[src/rtl/fb_trig_sequencer.sv]
// Per-pulse trigger sequencer: arms, delays from the trigger edge, then opens a store window with timed strobes.
// Latency: first store cycle is trig_delay+1 cycles after the sampled trigger edge; all outputs registered.
// Backpressure: none; free-running timing source, triggers outside ARMED are flagged in trig_missed.
module fb_trig_sequencer #(
    parameter int CNT_W  = 14,
    parameter int N_CALC = 3
) (
    input  logic             clk357,
    input  logic             rst,
    input  logic             trig_in,
    input  logic             arm,
    input  logic             auto_rearm,
    input  logic [CNT_W-1:0] trig_delay,
    input  logic [CNT_W-1:0] store_len,
    input  logic [CNT_W-1:0] calc_off1,
    input  logic [CNT_W-1:0] calc_off2,
    input  logic [CNT_W-1:0] calc_off3,
    output logic             armed,
    output logic             run,
    output logic             store_strb,
    output logic             delay_trig,
    output logic             delay_calc_strb1,
    output logic             delay_calc_strb2,
    output logic             delay_calc_strb3,
    output logic [CNT_W-1:0] sample_idx,
    output logic             done,
    output logic             trig_missed
);

    localparam logic [CNT_W-1:0] ONE = CNT_W'(1);

    typedef enum logic [2:0] {
        S_IDLE,
        S_ARMED,
        S_DELAY,
        S_STORE,
        S_DONE
    } state_t;

    state_t           state;
    state_t           state_nxt;
    logic             trig_q;
    logic             trig_edge;
    logic             load;
    logic [CNT_W-1:0] cnt;
    logic [CNT_W-1:0] cnt_nxt;
    logic [CNT_W-1:0] sh_delay;
    logic [CNT_W-1:0] sh_len;
    logic [CNT_W-1:0] cfg_off    [N_CALC];
    logic [CNT_W-1:0] sh_off     [N_CALC];
    logic [CNT_W-1:0] sh_off_nxt [N_CALC];

    logic              armed_nxt;
    logic              run_nxt;
    logic              store_nxt;
    logic              dtrig_nxt;
    logic [N_CALC-1:0] calc_nxt;
    logic [N_CALC-1:0] calc_q;
    logic [CNT_W-1:0]  idx_nxt;
    logic              done_nxt;

    assign trig_edge  = trig_in & ~trig_q;
    assign load       = (state == S_ARMED) && trig_edge;
    assign cfg_off[0] = calc_off1;
    assign cfg_off[1] = calc_off2;
    assign cfg_off[2] = calc_off3;

    // Offsets seen by the output logic must already be the new ones when
    // a zero-delay window starts in the cycle right after the edge.
    always_comb begin
        for (int i = 0; i < N_CALC; i++) begin
            sh_off_nxt[i] = load ? cfg_off[i] : sh_off[i];
        end
    end

    always_ff @(posedge clk357) begin
        if (rst) begin
            state    <= S_IDLE;
            trig_q   <= 1'b0;
            cnt      <= '0;
            sh_delay <= '0;
            sh_len   <= '0;
            for (int i = 0; i < N_CALC; i++) begin
                sh_off[i] <= '0;
            end
        end else begin
            state  <= state_nxt;
            trig_q <= trig_in;
            cnt    <= cnt_nxt;
            if (load) begin
                sh_delay <= trig_delay;
                sh_len   <= store_len;
            end
            for (int i = 0; i < N_CALC; i++) begin
                sh_off[i] <= sh_off_nxt[i];
            end
        end
    end

    // One counter serves both DELAY and STORE; it restarts at 0 on entry to each.
    always_comb begin
        state_nxt = state;
        cnt_nxt   = cnt;
        case (state)
            S_IDLE: begin
                if (arm) state_nxt = S_ARMED;
            end
            S_ARMED: begin
                if (trig_edge) begin
                    cnt_nxt = '0;
                    if (trig_delay != '0)     state_nxt = S_DELAY;
                    else if (store_len != '0) state_nxt = S_STORE;
                    else                      state_nxt = S_DONE;
                end
            end
            S_DELAY: begin
                if (cnt == sh_delay - ONE) begin
                    cnt_nxt   = '0;
                    state_nxt = (sh_len != '0) ? S_STORE : S_DONE;
                end else begin
                    cnt_nxt = cnt + ONE;
                end
            end
            S_STORE: begin
                if (cnt == sh_len - ONE) begin
                    cnt_nxt   = '0;
                    state_nxt = S_DONE;
                end else begin
                    cnt_nxt = cnt + ONE;
                end
            end
            S_DONE: begin
                cnt_nxt   = '0;
                state_nxt = auto_rearm ? S_ARMED : S_IDLE;
            end
            default: begin
                cnt_nxt   = '0;
                state_nxt = S_IDLE;
            end
        endcase
    end

    // Outputs are decoded from the next state so the registered copies line
    // up with the state they describe.
    always_comb begin
        armed_nxt = (state_nxt == S_ARMED);
        run_nxt   = (state_nxt == S_DELAY) || (state_nxt == S_STORE);
        store_nxt = (state_nxt == S_STORE);
        idx_nxt   = store_nxt ? cnt_nxt : '0;
        dtrig_nxt = store_nxt && (cnt_nxt == '0);
        done_nxt  = (state_nxt == S_DONE);
        for (int i = 0; i < N_CALC; i++) begin
            calc_nxt[i] = store_nxt && (cnt_nxt == sh_off_nxt[i]);
        end
    end

    always_ff @(posedge clk357) begin
        if (rst) begin
            armed       <= 1'b0;
            run         <= 1'b0;
            store_strb  <= 1'b0;
            delay_trig  <= 1'b0;
            calc_q      <= '0;
            sample_idx  <= '0;
            done        <= 1'b0;
            trig_missed <= 1'b0;
        end else begin
            armed      <= armed_nxt;
            run        <= run_nxt;
            store_strb <= store_nxt;
            delay_trig <= dtrig_nxt;
            calc_q     <= calc_nxt;
            sample_idx <= idx_nxt;
            done       <= done_nxt;
            if (trig_edge && (state != S_ARMED)) trig_missed <= 1'b1;
            else if (arm)                        trig_missed <= 1'b0;
        end
    end

    assign delay_calc_strb1 = calc_q[0];
    assign delay_calc_strb2 = calc_q[1];
    assign delay_calc_strb3 = calc_q[2];

endmodule

[config.mk]
export PLATFORM = sky130hd
export DESIGN_NAME = fb_trig_sequencer
export DESIGN_NICKNAME = d
export VERILOG_FILES = /design/src/rtl/fb_trig_sequencer.sv
export SDC_FILE = /design/constraint.sdc
export NUM_CORES = 1
export LEC_CHECK = 0
export CELL_PAD_IN_SITES_DETAIL_PLACEMENT = 1
export CELL_PAD_IN_SITES_GLOBAL_PLACEMENT = 2
export CORE_MARGIN = 1.5
export CORE_UTILIZATION = 30
export CTS_BUF_LIST = sky130_fd_sc_hd__clkbuf_8
export CTS_CLUSTER_DIAMETER = 100
export CTS_CLUSTER_SIZE = 25
export DETAILED_ROUTE_END_ITERATION = 10
export HOLD_SLACK_MARGIN = 0.15
export PLACE_DENSITY = 0.81
export SETUP_SLACK_MARGIN = 0.02
export SKIP_LAST_GASP = 1
export SLEW_MARGIN = 20
export SYNTH_ARGS = -nofsm -noshare
export SYNTH_HDL_FRONTEND = slang
export SYNTH_SLANG_ARGS = --single-unit
[constraint.sdc]
create_clock -name clk357 -period 3.48 [get_ports clk357]
set_clock_uncertainty 0.1 [all_clocks]
set_input_delay 0.522 -clock clk357 [delete_from_list [all_inputs] [get_ports clk357]]
set_output_delay 0.522 -clock clk357 [all_outputs]
set_load 0.01 [all_outputs]
Yosys cells after proc, flatten, opt, wreduce, memory -nomap -nowiden
Memories as Yosys holds them, arrays and structs flattened.
Cells that the tools add are included.
Widths: inputs -> output; s select.
- $add $sub $neg: 3
- eq/ne operators: 14
- mux-type cells: 24
- bitwise logic cells: 6
- reduce and logical (&&, ||, !) cells: 14
- operator list (cell ; count):
    $mux 14 ; 9
    $eq 14x14->1 ; 5
    $pmux 14 s4 ; 1
    $reduce_bool 14->1 ; 3
    $sub 14x1->14 const B ; 2
    $mux 3 ; 7
    $pmux 3 s5 ; 1
    $add 14x1->14 const B ; 1
    $logic_not 14->1 ; 1
    $eq 3x2->1 const B ; 4
    $eq 3x1->1 const B ; 2
    $eq 3x3->1 const B ; 2
    $logic_and 1x1->1 ; 6
    $mux 1 ; 6
    $logic_not 3->1 ; 1
    $ne 3x1->1 const B ; 1
    $or 1x1->1 ; 3
    $not 1->1 ; 2
    $reduce_bool 2->1 ; 1
    $reduce_or 2->1 ; 1
    $and 1x1->1 ; 1
    $logic_or 1x1->1 ; 1
- register bits: 69
- bits in writable memories: 42
- bits of input ports: 75
- output and inout bits: 23
- logic and storage cells: 75
- memories kept: 1
- memories (name ; depth ; bits a word ; rd ports ; clocked after Yosys merged registers in ; write ports ; RTL line ; RTL):
    sh_off ; 3 ; 14 ; 3 ; 0 ; 3 ; 50 ; logic [CNT_W-1:0] sh_off [N_CALC];

Logic depth before layout (Yosys ltp)
- depth in word-level cells: 8
- mapped depth: 16
- depth with buffers taken out: 12

Least setup slack after synthesis
Ideal clock, no wire load.
- kind: register to register
- start point: reg sh_delay[0]
- end point: reg calc_q[1]
- setup time: 0.092 ns
- arrival: 3.493 ns
- data required time: 3.288 ns
- slack: -0.205 ns
- stages on the path, launching flop included: 15
- path buffers: 3
- clock period less this slack: 3.685 ns
- path through: dfxtp_1 -> clkbuf_1 -> inv_1 -> ha_1 -> clkbuf_1 -> o21ba_2 -> a221oi_1 -> a2bb2o_1 -> nand4b_1 -> a21oi_2 -> buf_2 -> xnor2_1 -> nor2_1 -> or4_1 -> nor4_1
- cells in the longest elaborated chain, start to end: 6
- elaborated cells on any way between the ends: 9
- classes of those cells: add/sub (1); eq/ne (3); mux (4); reduce/logical (1)
- RTL lines (element ; RTL line ; RTL):
    start, declared ; 47 ; logic [CNT_W-1:0] sh_delay;
    start signal, assigned ; 91 ; sh_delay <= trig_delay;
    $sub 14x1->14 * ; 117 ; if (cnt == sh_delay - ONE) begin
    $eq 14x14->1 * ; 117 ;
    $mux 14 or $mux 3 (tied branches) ; 117 ;
    $pmux 14 s4 or $pmux 3 s5 (tied branches) ; 104 ; case (state)
    $eq 14x14->1 or $eq 3x2->1 (tied branches) ; 153, 148 ;
    $logic_and 1x1->1 * ; 153 ; calc_nxt[i] = store_nxt && (cnt_nxt == sh_off_nxt[i]);
    end signal, assigned ; 172 ; calc_q <= calc_nxt;
    end, declared ; 58 ; logic [N_CALC-1:0] calc_q;
Every way passes the cells marked *; elsewhere a longest branch is shown, timed or not.
A chain may end at the register's enable or synchronous reset.

Worst setup path after layout
- start point: reg sh_len[6]
- end point: reg calc_q[1]
- cells in the longest elaborated chain, start to end: 6
- elaborated cells on any way between the ends: 12
- classes of those cells: add/sub (1); eq/ne (3); mux (6); reduce/logical (2)
- RTL lines (element ; RTL line ; RTL):
    start, declared ; 48 ; logic [CNT_W-1:0] sh_len;
    start signal, assigned ; 92 ; sh_len <= store_len;
    $sub 14x1->14 or $reduce_bool 14->1 (tied branches) ; 125, 119 ;
    $eq 14x14->1 or $mux 3 (tied branches) ; 125, 119 ;
    $mux 14 (tied with other cells) ; 125 ; if (cnt == sh_len - ONE) begin
    $pmux 14 s4 or $pmux 3 s5 (tied branches) ; 104 ;
    $eq 14x14->1 or $eq 3x2->1 (tied branches) ; 153, 148 ;
    $logic_and 1x1->1 * ; 153 ;
Marked as above.

==> results.cfg <==
[clocking]
h-tree-depth = 3
clkSlewWorstSetupHoldPaths_ns = 0.12
cts_sinks = 111
postCtsHoldBufs = 0
cts_tree = built
clkLatencyLatePin_ns = 0.41
cts_root_buf = clkbuf_8
cts_buffers = 9
cts_buffer_depth = 2

[routing]
drt_pass1_iterations = 5
num_vias = 7142
drc = 0
vias_per_cell = 5.407
post_drt_wl_per_cell_um = 20.00
finalWirelength_um = 26420
first_iter_violations = 551
antenna_left = 0

[placement]
port_buffers = 97
gp_congestion = 0.9569
dp_hpwl_um = 19980

[grt]
grt_pass1_wl_um = 40650
grt_pass1_vias = 7157
antenna_found_initial = 0
grtUsageTotal_pct = 23.55
grt-ovfl-total = 0
grt_max_degree = 87

[worst_setup_path]
r2r-end = calc_q[1]
reg2reg_depth = 13
worstPathRequired_ns = 3.70
crit-reg2reg-launch = sh_len[6]
cpLargestDelayFamily = simple AND/OR/NAND/NOR gates
crit_arrival_ns = 3.74
cp-start-kind = register
path_class = reg2reg
rrSetupSlack_ns = -0.04
max_stage_delay_ns = 0.52
cp-end-kind = register
crit_fanout = 6
cp_cell_sequence = buf_4 > or4_4 > o31a_1 > nor3_2 > o31a_1 > o31a_4 > a21oi_4 > buf_6 > a2bb2oi_2 > buf_4 > nor2b_1 > or4_1 > nor4_1
path_buf_inv = 3
cp_slowest_cell = or4_1

[synth]
synthTopCellsByCount = dfxtp_1, nand2_1, nor2_1
ys_types = 76
synth_area_mm2 = 0.006536
synth_area_per_cell_um2 = 7.942
synthCells = 823
synth_top_cell_area_share_pct = 34.00
syn-num-nets = 901
yosys.cell_count.top_type = dfxtp_1
synth_area_leader_cell = dfxtp_1
synth-warning-count = 0
synth_edf_count = 0
synth_area_leaders = dfxtp_1, mux2i_1, nand2_1
synthFlopType = dfxtp_1
ys_ff_latch = 111
yosysSeqAreaShare_pct = 34.00
async_reset_ff_share_pct = 0

[cells_and_area]
area_growth_pct = 43.36
final_net_count = 1119
diodes = 0
drive_gt1_share_pct = 23.90

[min_path]
hold_end = sh_delay[13]
hold_depth = 2
hp-start = sh_delay[13]
hold_path_class = reg2reg

[floorplanning]
dieArea_mm2 = 0.02268
fp.coreArea_mm2 = 0.02122
start_util_pct = 30.80
die_y_um = 150.6
io_pins = 98
row_count = 53
die_x_um = 150.6

[run]
max_cap_viol_count = 0

[sta]
hold_viol = 0
fmax_mhz = 283.8
fin_hold_ws_ns = 0.3959
setup_viol = 2
finalCritPeriodShare_pct = 101.2
setup_slack_ns = -0.04315
slew_violations = 0
rsz0062_at_grt = true
min_period_ns = 3.523
tightest_slew_ns = 0.9771
max_slew_margin_pct = 34.86

[outcome]
status = finished with violations
violations = setup timing

[pwr]
report.power.total_mw = 3.114
p_leak_nw = 3.616
powerDensity_mw_per_mm2 = 332.3
ir_drop_mv = 0.2385
==> where the power goes <==
part	switching (mW)	total [mW]	internal [mW]
Combinational	0.509	0.995	0.486
Sequential	0.0320	1.35	1.32
Clock	0.496	0.768	0.272
==> state kept, by name, indices dropped and copies added, names as in the netlist <==
register     count
sh_off          42
cnt             14
sample_idx      14
sh_delay        14
sh_len          14
calc_q           3
state            3
armed            1
delay_trig       1
done             1
run              1
store_strb       1
trig_missed      1
trig_q           1
==> layout make-up <==
cell class,count,area [um^2]
Multi-Input combinational cell,638,4277
Clock inverter,7,55.05
Sequential cell,111,2231
Timing Repair Buffer,263,2272
Fill cell,2556,11850
Clock buffer,9,123.9
Tap cell,275,344.1
Inverter,18,67.56
==> layer usage <==
metal	up-vias	part of all wire [%]	global-route usage, %
met3	37	5.9	4.061
met4	0	1.6	6.650
met5	-	0	0
met1	3487	47	33.46
li1	3405	-	-
met2	213	45	36.42
==> metrics by stage <==
stage | std cells | utilization, % | instance area [um^2] | setup TNS [ns] | setup WS [ns]
after detailed placement | 1291 | 41.39 | 8783 | -0.2132 | -0.08897
after global placement | 1291 | 41.39 | 8783 | -0.07369 | -0.07369
after global routing | 1321 | 44.16 | 9370 | -0.3515 | -0.1530
after CTS | 1314 | 42.69 | 9059 | 0 | 0.02757
final | 1321 | 44.16 | 9370 | -0.08432 | -0.04315
after floorplan | 823 | - | 6563 | 0 | 0.04126
==> how the worst max path moves through the flow <==
stage | depth (start not counted) | slack (ns) | to | start
after floorplan | 14 | 0.04 | calc_q[1] | sh_delay[0]
after global placement | 14 | -0.07 | calc_q[2] | sh_len[0]
after detailed placement | 11 | -0.09 | calc_q[0] | trig_in
after CTS | 16 | 0.03 | calc_q[1] | sh_len[0]
after global routing | 13 | -0.15 | calc_q[1] | sh_len[6]
final | 13 | -0.04 | calc_q[1] | sh_len[6]
==> cell families (layout without fill, tap and decap cells) <==
family / after synthesis / in the layout / share of synthesized area [%]
and+or+nand+nor: 350 / 350 / 25.96
xor gates and xnor gates: 53 / 53 / 7.102
AOI/OAI and AO/OA: 188 / 188 / 20.87
buffers and inverters: 74 / 297 / 4.766
muxes: 44 / 44 / 6.738
DFF: 111 / 111 / 34.00
adders and majority gates: 3 / 3 / 0.5743
==> worst reg2reg max path, stage by stage, from the launching register on <==
cell and delay, ns:
dfxtp_4 0.38, buf_4 0.13, or4_4 0.49, o31a_1 0.29, nor3_2 0.16, o31a_1 0.22, o31a_4 0.19, a21oi_4 0.05
buf_6 0.16, a2bb2oi_2 0.18, buf_4 0.18, nor2b_1 0.12, or4_1 0.52, nor4_1 0.27
==> cell usage in the layout (no fill, tap or decap), drive strengths merged, types with 10 or more instances in the layout <==
master	count
nand4	18
nor2	102
xor2	20
mux2i	44
xnor2	33
nor3	13
o21ai	14
a221oi	11
inv	23
nand3	20
a22oi	18
buf	167
dfxtp	111
nor2b	10
a21oi	61
clkdlybuf4s50	96
nor4	24
and3	10
nand2	109
==> timing repair <==
item / in CTS / in global routing
setup endpoints to repair: 4 / 23
setup buffers: 7 / 7
pin swaps: 3 / 22
cloned: 0 / 0
resized for setup: 11 / 47
Note: power is estimated with default switching activity, not from simulation.
